File: config.mk
export PLATFORM = sky130hd
export DESIGN_NAME = tlb_op_ctrl
export DESIGN_NICKNAME = d
export VERILOG_FILES = /design/src/rtl/tlb_pkg.sv /design/src/rtl/tlb_entry_codec.sv /design/src/rtl/tlb_op_ctrl.sv
export SDC_FILE = /design/constraint.sdc
export NUM_CORES = 1
export LEC_CHECK = 0
export CORE_AREA = 2 2 193 195
export CTS_BUF_LIST = sky130_fd_sc_hd__clkbuf_4
export CTS_CLUSTER_SIZE = 12
export DETAILED_ROUTE_END_ITERATION = 16
export DIE_AREA = 0 0 195 197
export DONT_BUFFER_PORTS = 1
export SLEW_MARGIN = 20
export SYNTH_ARGS = -nofsm -noshare
export SYNTH_HDL_FRONTEND = slang
export SYNTH_SLANG_ARGS = --single-unit
File: constraint.sdc
create_clock -name clk -period 2.88 [get_ports clk]
set_input_delay 0.576 -clock clk [delete_from_list [all_inputs] [get_ports clk]]
set_output_delay 0.576 -clock clk [all_outputs]
set_load 0.01 [all_outputs]
File: src/rtl/tlb_pkg.sv
// Shared definitions for the TLB management-instruction sequencer:
// op encodings, FSM states and the 78-bit TLB entry layout.
package tlb_pkg;

    // CP0 TLB instruction encodings as presented on op_type
    typedef enum logic [1:0] {
        OP_TLBP  = 2'd0,
        OP_TLBR  = 2'd1,
        OP_TLBWI = 2'd2,
        OP_TLBWR = 2'd3
    } tlb_op_t;

    // Sequencer states; every op visits exactly one working state then DONE
    typedef enum logic [2:0] {
        S_IDLE   = 3'd0,
        S_SEARCH = 3'd1,
        S_READ   = 3'd2,
        S_WRITE  = 3'd3,
        S_DONE   = 3'd4
    } tlb_state_t;

    localparam int TLB_ENTRY_W = 78;

    // Field widths inside a TLB entry
    localparam int VPN2_W = 19;
    localparam int ASID_W = 8;
    localparam int PFN_W  = 20;
    localparam int C_W    = 3;

    // Field offsets, MSB to LSB: vpn2, asid, g, pfn0, c0, d0, v0, pfn1, c1, d1, v1
    localparam int V1_BIT   = 0;
    localparam int D1_BIT   = 1;
    localparam int C1_LSB   = 2;
    localparam int PFN1_LSB = 5;
    localparam int V0_BIT   = 25;
    localparam int D0_BIT   = 26;
    localparam int C0_LSB   = 27;
    localparam int PFN0_LSB = 30;
    localparam int G_BIT    = 50;
    localparam int ASID_LSB = 51;
    localparam int VPN2_LSB = 59;

endpackage

File: src/rtl/tlb_entry_codec.sv
// Combinational conversion between the CP0 EntryHi/EntryLo0/EntryLo1 view
// and the packed 78-bit TLB entry, in both directions.
module tlb_entry_codec
    import tlb_pkg::*;
(
    input  logic [31:0]            entryhi_i,
    input  logic [31:0]            entrylo0_i,
    input  logic [31:0]            entrylo1_i,
    output logic [TLB_ENTRY_W-1:0] entry_o,
    input  logic [TLB_ENTRY_W-1:0] entry_i,
    output logic [31:0]            entryhi_o,
    output logic [31:0]            entrylo0_o,
    output logic [31:0]            entrylo1_o
);

    // EntryHi[12:8] and EntryLoX[31:26] have no home in a TLB entry
    logic unused_bits;
    assign unused_bits = ^{entryhi_i[12:8], entrylo0_i[31:26], entrylo1_i[31:26]};

    // Pack: the global bit is only set when both halves agree it is global
    always_comb begin
        entry_o = {
            entryhi_i[31:13],
            entryhi_i[7:0],
            entrylo0_i[0] & entrylo1_i[0],
            entrylo0_i[25:6], entrylo0_i[5:3], entrylo0_i[2], entrylo0_i[1],
            entrylo1_i[25:6], entrylo1_i[5:3], entrylo1_i[2], entrylo1_i[1]
        };
    end

    // Unpack: the single g bit is replicated into bit 0 of both EntryLo words
    always_comb begin
        entryhi_o  = {entry_i[VPN2_LSB +: VPN2_W], 5'b0, entry_i[ASID_LSB +: ASID_W]};
        entrylo0_o = {6'b0, entry_i[PFN0_LSB +: PFN_W], entry_i[C0_LSB +: C_W],
                      entry_i[D0_BIT], entry_i[V0_BIT], entry_i[G_BIT]};
        entrylo1_o = {6'b0, entry_i[PFN1_LSB +: PFN_W], entry_i[C1_LSB +: C_W],
                      entry_i[D1_BIT], entry_i[V1_BIT], entry_i[G_BIT]};
    end

endmodule

File: src/rtl/tlb_op_ctrl.sv
// TLBP/TLBR/TLBWI/TLBWR sequencer. Captures the CP0 operands on accept,
// spends one cycle on the TLB port the op needs, and commits in DONE.
// Every op takes 3 cycles; a flush or reset drops the op with no writes.
module tlb_op_ctrl
    import tlb_pkg::*;
#(
    parameter int TLBNUM = 16,
    parameter int IDX_W  = 4
) (
    input  logic                   clk,
    input  logic                   rst,
    input  logic                   op_valid,
    input  logic [1:0]             op_type,
    input  logic                   exc_flush,
    output logic                   op_ready,
    output logic                   stall,
    output logic                   done,
    input  logic [31:0]            entryhi_in,
    input  logic [31:0]            entrylo0_in,
    input  logic [31:0]            entrylo1_in,
    input  logic [31:0]            index_in,
    input  logic [31:0]            random_in,
    output logic [VPN2_W-1:0]      s1_vpn2,
    output logic [ASID_W-1:0]      s1_asid,
    input  logic                   s1_found,
    input  logic [IDX_W-1:0]       s1_index,
    output logic [IDX_W-1:0]       r_index,
    input  logic [TLB_ENTRY_W-1:0] r_entry,
    output logic                   we,
    output logic [IDX_W-1:0]       w_index,
    output logic [TLB_ENTRY_W-1:0] w_entry,
    output logic                   index_wren,
    output logic                   found_out,
    output logic [31:0]            index_wdata,
    output logic                   entryhi_wren,
    output logic                   entrylo0_wren,
    output logic                   entrylo1_wren,
    output logic [31:0]            entryhi_wdata,
    output logic [31:0]            entrylo0_wdata,
    output logic [31:0]            entrylo1_wdata
);

    // Index arithmetic wraps inside the TLB; TLBNUM is a power of two
    localparam logic [31:0] IDX_MASK = 32'(TLBNUM - 1);

    tlb_state_t       state_q;
    tlb_op_t          op_q;
    logic [31:0]      entryhi_q;
    logic [31:0]      entrylo0_q;
    logic [31:0]      entrylo1_q;
    logic [IDX_W-1:0] index_q;
    logic [IDX_W-1:0] random_q;
    logic [IDX_W-1:0] hit_index_q;
    logic             found_q;

    logic accept;
    logic live;

    // Only the low IDX_W bits of Index/Random select an entry
    logic unused_bits;
    assign unused_bits = ^{index_in[31:IDX_W], random_in[31:IDX_W]};

    assign accept = op_valid && (state_q == S_IDLE) && !exc_flush;
    // Side effects are suppressed in the very cycle a flush or reset arrives
    assign live   = !exc_flush && !rst;

    // Sequencer FSM: capture operands on accept, then one working cycle and DONE
    always_ff @(posedge clk) begin
        if (rst) begin
            state_q     <= S_IDLE;
            op_q        <= OP_TLBP;
            entryhi_q   <= '0;
            entrylo0_q  <= '0;
            entrylo1_q  <= '0;
            index_q     <= '0;
            random_q    <= '0;
            hit_index_q <= '0;
            found_q     <= 1'b0;
        end else begin
            case (state_q)
                S_IDLE: begin
                    if (accept) begin
                        op_q       <= tlb_op_t'(op_type);
                        entryhi_q  <= entryhi_in;
                        entrylo0_q <= entrylo0_in;
                        entrylo1_q <= entrylo1_in;
                        index_q    <= index_in[IDX_W-1:0] & IDX_MASK[IDX_W-1:0];
                        random_q   <= random_in[IDX_W-1:0] & IDX_MASK[IDX_W-1:0];
                        case (tlb_op_t'(op_type))
                            OP_TLBP: state_q <= S_SEARCH;
                            OP_TLBR: state_q <= S_READ;
                            default: state_q <= S_WRITE;
                        endcase
                    end
                end
                S_SEARCH: begin
                    if (exc_flush) begin
                        state_q <= S_IDLE;
                    end else begin
                        found_q     <= s1_found;
                        hit_index_q <= s1_index;
                        state_q     <= S_DONE;
                    end
                end
                S_READ, S_WRITE: begin
                    state_q <= exc_flush ? S_IDLE : S_DONE;
                end
                default: begin
                    state_q <= S_IDLE;
                end
            endcase
        end
    end

    tlb_entry_codec u_codec (
        .entryhi_i  (entryhi_q),
        .entrylo0_i (entrylo0_q),
        .entrylo1_i (entrylo1_q),
        .entry_o    (w_entry),
        .entry_i    (r_entry),
        .entryhi_o  (entryhi_wdata),
        .entrylo0_o (entrylo0_wdata),
        .entrylo1_o (entrylo1_wdata)
    );

    // Handshake, TLB port and CP0 commit strobes decoded from the current state
    always_comb begin
        op_ready      = (state_q == S_IDLE);
        stall         = ((state_q != S_IDLE) && (state_q != S_DONE)) ||
                        ((state_q == S_IDLE) && op_valid && !exc_flush);
        done          = (state_q == S_DONE) && live;
        s1_vpn2       = entryhi_q[31:13];
        s1_asid       = entryhi_q[7:0];
        r_index       = index_q;
        we            = (state_q == S_WRITE) && live;
        w_index       = (op_q == OP_TLBWR) ? random_q : index_q;
        index_wren    = done && (op_q == OP_TLBP);
        entryhi_wren  = done && (op_q == OP_TLBR);
        entrylo0_wren = done && (op_q == OP_TLBR);
        entrylo1_wren = done && (op_q == OP_TLBR);
        found_out     = found_q;
        index_wdata   = {{(32-IDX_W){1'b0}}, hit_index_q};
    end

endmodule
==> results.sh <==
export IMPL_placed_cell_area_mm2=0.00499
export IMPL_synthArstFlopShare=0
export IMPL_hold_start="exc_flush"
export IMPL_worstSetupStartpoint="state_q[1]"
export IMPL_post_route_drc_count=0
export IMPL_syn_area_mm2=0.00589
export IMPL_cts_reportedPaths_clkPinSlew_ns=0.15
export IMPL_grt_use_total=0.0621
export IMPL_synth_top_cell_area_share=0.330
export IMPL_netlist_instances=633
export IMPL_ys_top_cells_by_count="210 x buf_4, 178 x nand2b_1, 97 x dfxtp_1"
export IMPL_syn_area_per_cell_um2=9.30
export IMPL_synth_warnings=0
export IMPL_first_pass_iters=4
export IMPL_cts_htree_levels=3
export IMPL_cts_hold_buf=0
export IMPL_drt_total_wl_um=12000
export IMPL_hold_class="input port to flop"
export IMPL_setup_viol=0
export IMPL_synth_edf_count=0
export IMPL_setup_ws_ns=0.552
export IMPL_pwr_density_cell_mw_per_mm2=490
export IMPL_r2r_start="state_q[1]"
export IMPL_hpwl_um=8930
export IMPL_ys_seq_elements=97
export IMPL_slew_viol_final=0
export IMPL_ios=499
export IMPL_via_count=2949
export IMPL_outcome="finished clean"
export IMPL_drt_iter0_markers=51
export IMPL_gp_congestion=0.689
export IMPL_rsz0062_at_grt="no"
export IMPL_fin_crit_sh=0.808
export IMPL_ir_worst_vdd_mv=0.175
export IMPL_grt_max_degree=189
export IMPL_fin_tns_setup_ns=0
export IMPL_ys_types=22
export IMPL_cts_resized=0
export IMPL_synth_main_ff_cell="dfxtp_1"
export IMPL_cts_inserted_buffers=9
export IMPL_portBuffers=0
export IMPL_synth_top_cell_by_area="dfxtp_1"
export IMPL_utilization=0.142
export IMPL_maxCapViolCount=0
export IMPL_synth_seq_area_share=0.330
export IMPL_dieHeight_um=197
export IMPL_die_x_um=195
export IMPL_cts_setup_buffers=0
export IMPL_ant_nets=0
export IMPL_arrival_ns=1.75
export IMPL_antenna_found_initial=2
export IMPL_drive_gt1_frac=0.0563
export IMPL_crit_type="flop to primary output"
export IMPL_area_delta_synth_final_pct=-12.7
export IMPL_cts_sinks=97
export IMPL_dieArea_mm2=0.0384
export IMPL_gr_total_overflow=0
export IMPL_synth_area_leaders="dfxtp_1 33%, buf_4 27%, nand2b_1 19%"
export IMPL_first_global_vias=2829
export IMPL_crit_path_end_kind="primary output"
export IMPL_clockRootBuffer="clkbuf_4"
export IMPL_viasPerCell=3.16
export IMPL_rows=70
export IMPL_crit_required_ns=2.30
export IMPL_fin_nets=706
export IMPL_start_util=0.162
export IMPL_clock_fmax_mhz=430
export IMPL_fill_cells=4109
export IMPL_finalClockSkew_ns=0.00919
export IMPL_wl_per_cell_um=12.9
export IMPL_insertion_delay_ns=0.51
export IMPL_cts_tree="done"
export IMPL_critPathMaxFanout=5
export IMPL_grt_first_pass_wirelength_um=17000
export IMPL_period_needed_ns=2.33
export IMPL_p_leak_nw=1.77
export IMPL_finalHoldViolCount=0
export IMPL_final_area_mm2=0.00514
export IMPL_synth_most_common_cell="buf_4"
export IMPL_dp_slack_ns=0.953
export IMPL_core_area_mm2=0.0363
export IMPL_clk_path_buf_depth=2
export IMPL_cp_start_kind="flop"
export IMPL_fin_hold_ws_ns=0.125
-- layer usage --
metal,global-route usage,part of all wire,up-vias
met5,0,0,-
met4,0.0523,0.052,0
met3,0.0380,0.12,48
met2,0.102,0.49,209
met1,0.0540,0.34,1294
li1,-,-,1398
-- registers in the layout (all words and copies together), names as in the netlist --
name	count
entryhi_q	27
entrylo0_q	26
entrylo1_q	26
hit_index_q	4
r_index	4
random_q	4
state_q	3
op_q	2
found_out	1
-- path summary, 6_finish.rpt --
path,slack [ns],to,cells past startpoint
worst min-delay path,0.12,state_q[2],1
worst max-delay path,0.55,entryhi_wren,4
worst max register to register,1.33,entrylo1_q[13],4
worst min register to register,0.48,entrylo0_q[0],2
-- per-stage QoR --
| step | cells | power, mW |
|---|---|---|
| finish | 934 | 2.52 |
| global route | 934 | 2.69 |
| CTS | 930 | 2.61 |
| detailed placement | 914 | 1.79 |
| global placement | 914 | 1.79 |
| floorplan | 677 | 2.00 |
-- power by group --
part | total, mW | internal (mW) | switching [mW]
Sequential | 1.51 | 1.41 | 0.0992
Clock | 0.759 | 0.268 | 0.491
Combinational | 0.245 | 0.125 | 0.120
Total | 2.52 | 1.81 | 0.711
-- cell usage in the layout (no fill, tap or decap), drive strengths merged, types with 2 or more instances in the layout --
cell type    n
nand2b     178
dfxtp       97
mux2i       94
conb        45
clkbuf      10
nor2         9
diode        4
mux2         4
nor3         4
clkinv       3
buf          3
nand2        2
nand3        2
clkinvlp     2
-- cell families (layout without fill, tap and decap cells) --
group / count (synthesis) / count (layout) / share of synthesized area
buffers and inverters: 235 / 20 / 0.288
DFF: 97 / 97 / 0.330
muxes: 98 / 98 / 0.167
other: 1 / 49 / 0.000637
and+or+nand+nor: 202 / 202 / 0.214
-- worst max-delay path, cell delays in order, from the launching register on --
cell and delay (ns):
dfxtp_1 0.39, nor2_2 0.19, nand3_1 0.22, nor3b_1 0.24, buf_4 0.21
-- area by class of cell --
| type | instances | area, µm² | area share |
|---|---|---|---|
| clock buffers | 10 | 75.1 | 0.0146 |
| well taps | 468 | 586 | 0.114 |
| multi-input cells | 345 | 2420 | 0.470 |
| flip-flops and latches | 97 | 1940 | 0.378 |
| repair buffers | 3 | 47.5 | 0.00925 |
| inverters | 1 | 3.75 | 0.000730 |
| clock inverters | 6 | 58.8 | 0.0114 |
| diodes | 4 | 10.0 | 0.00195 |
No activity file was read; power rests on OpenSTA's default activity.
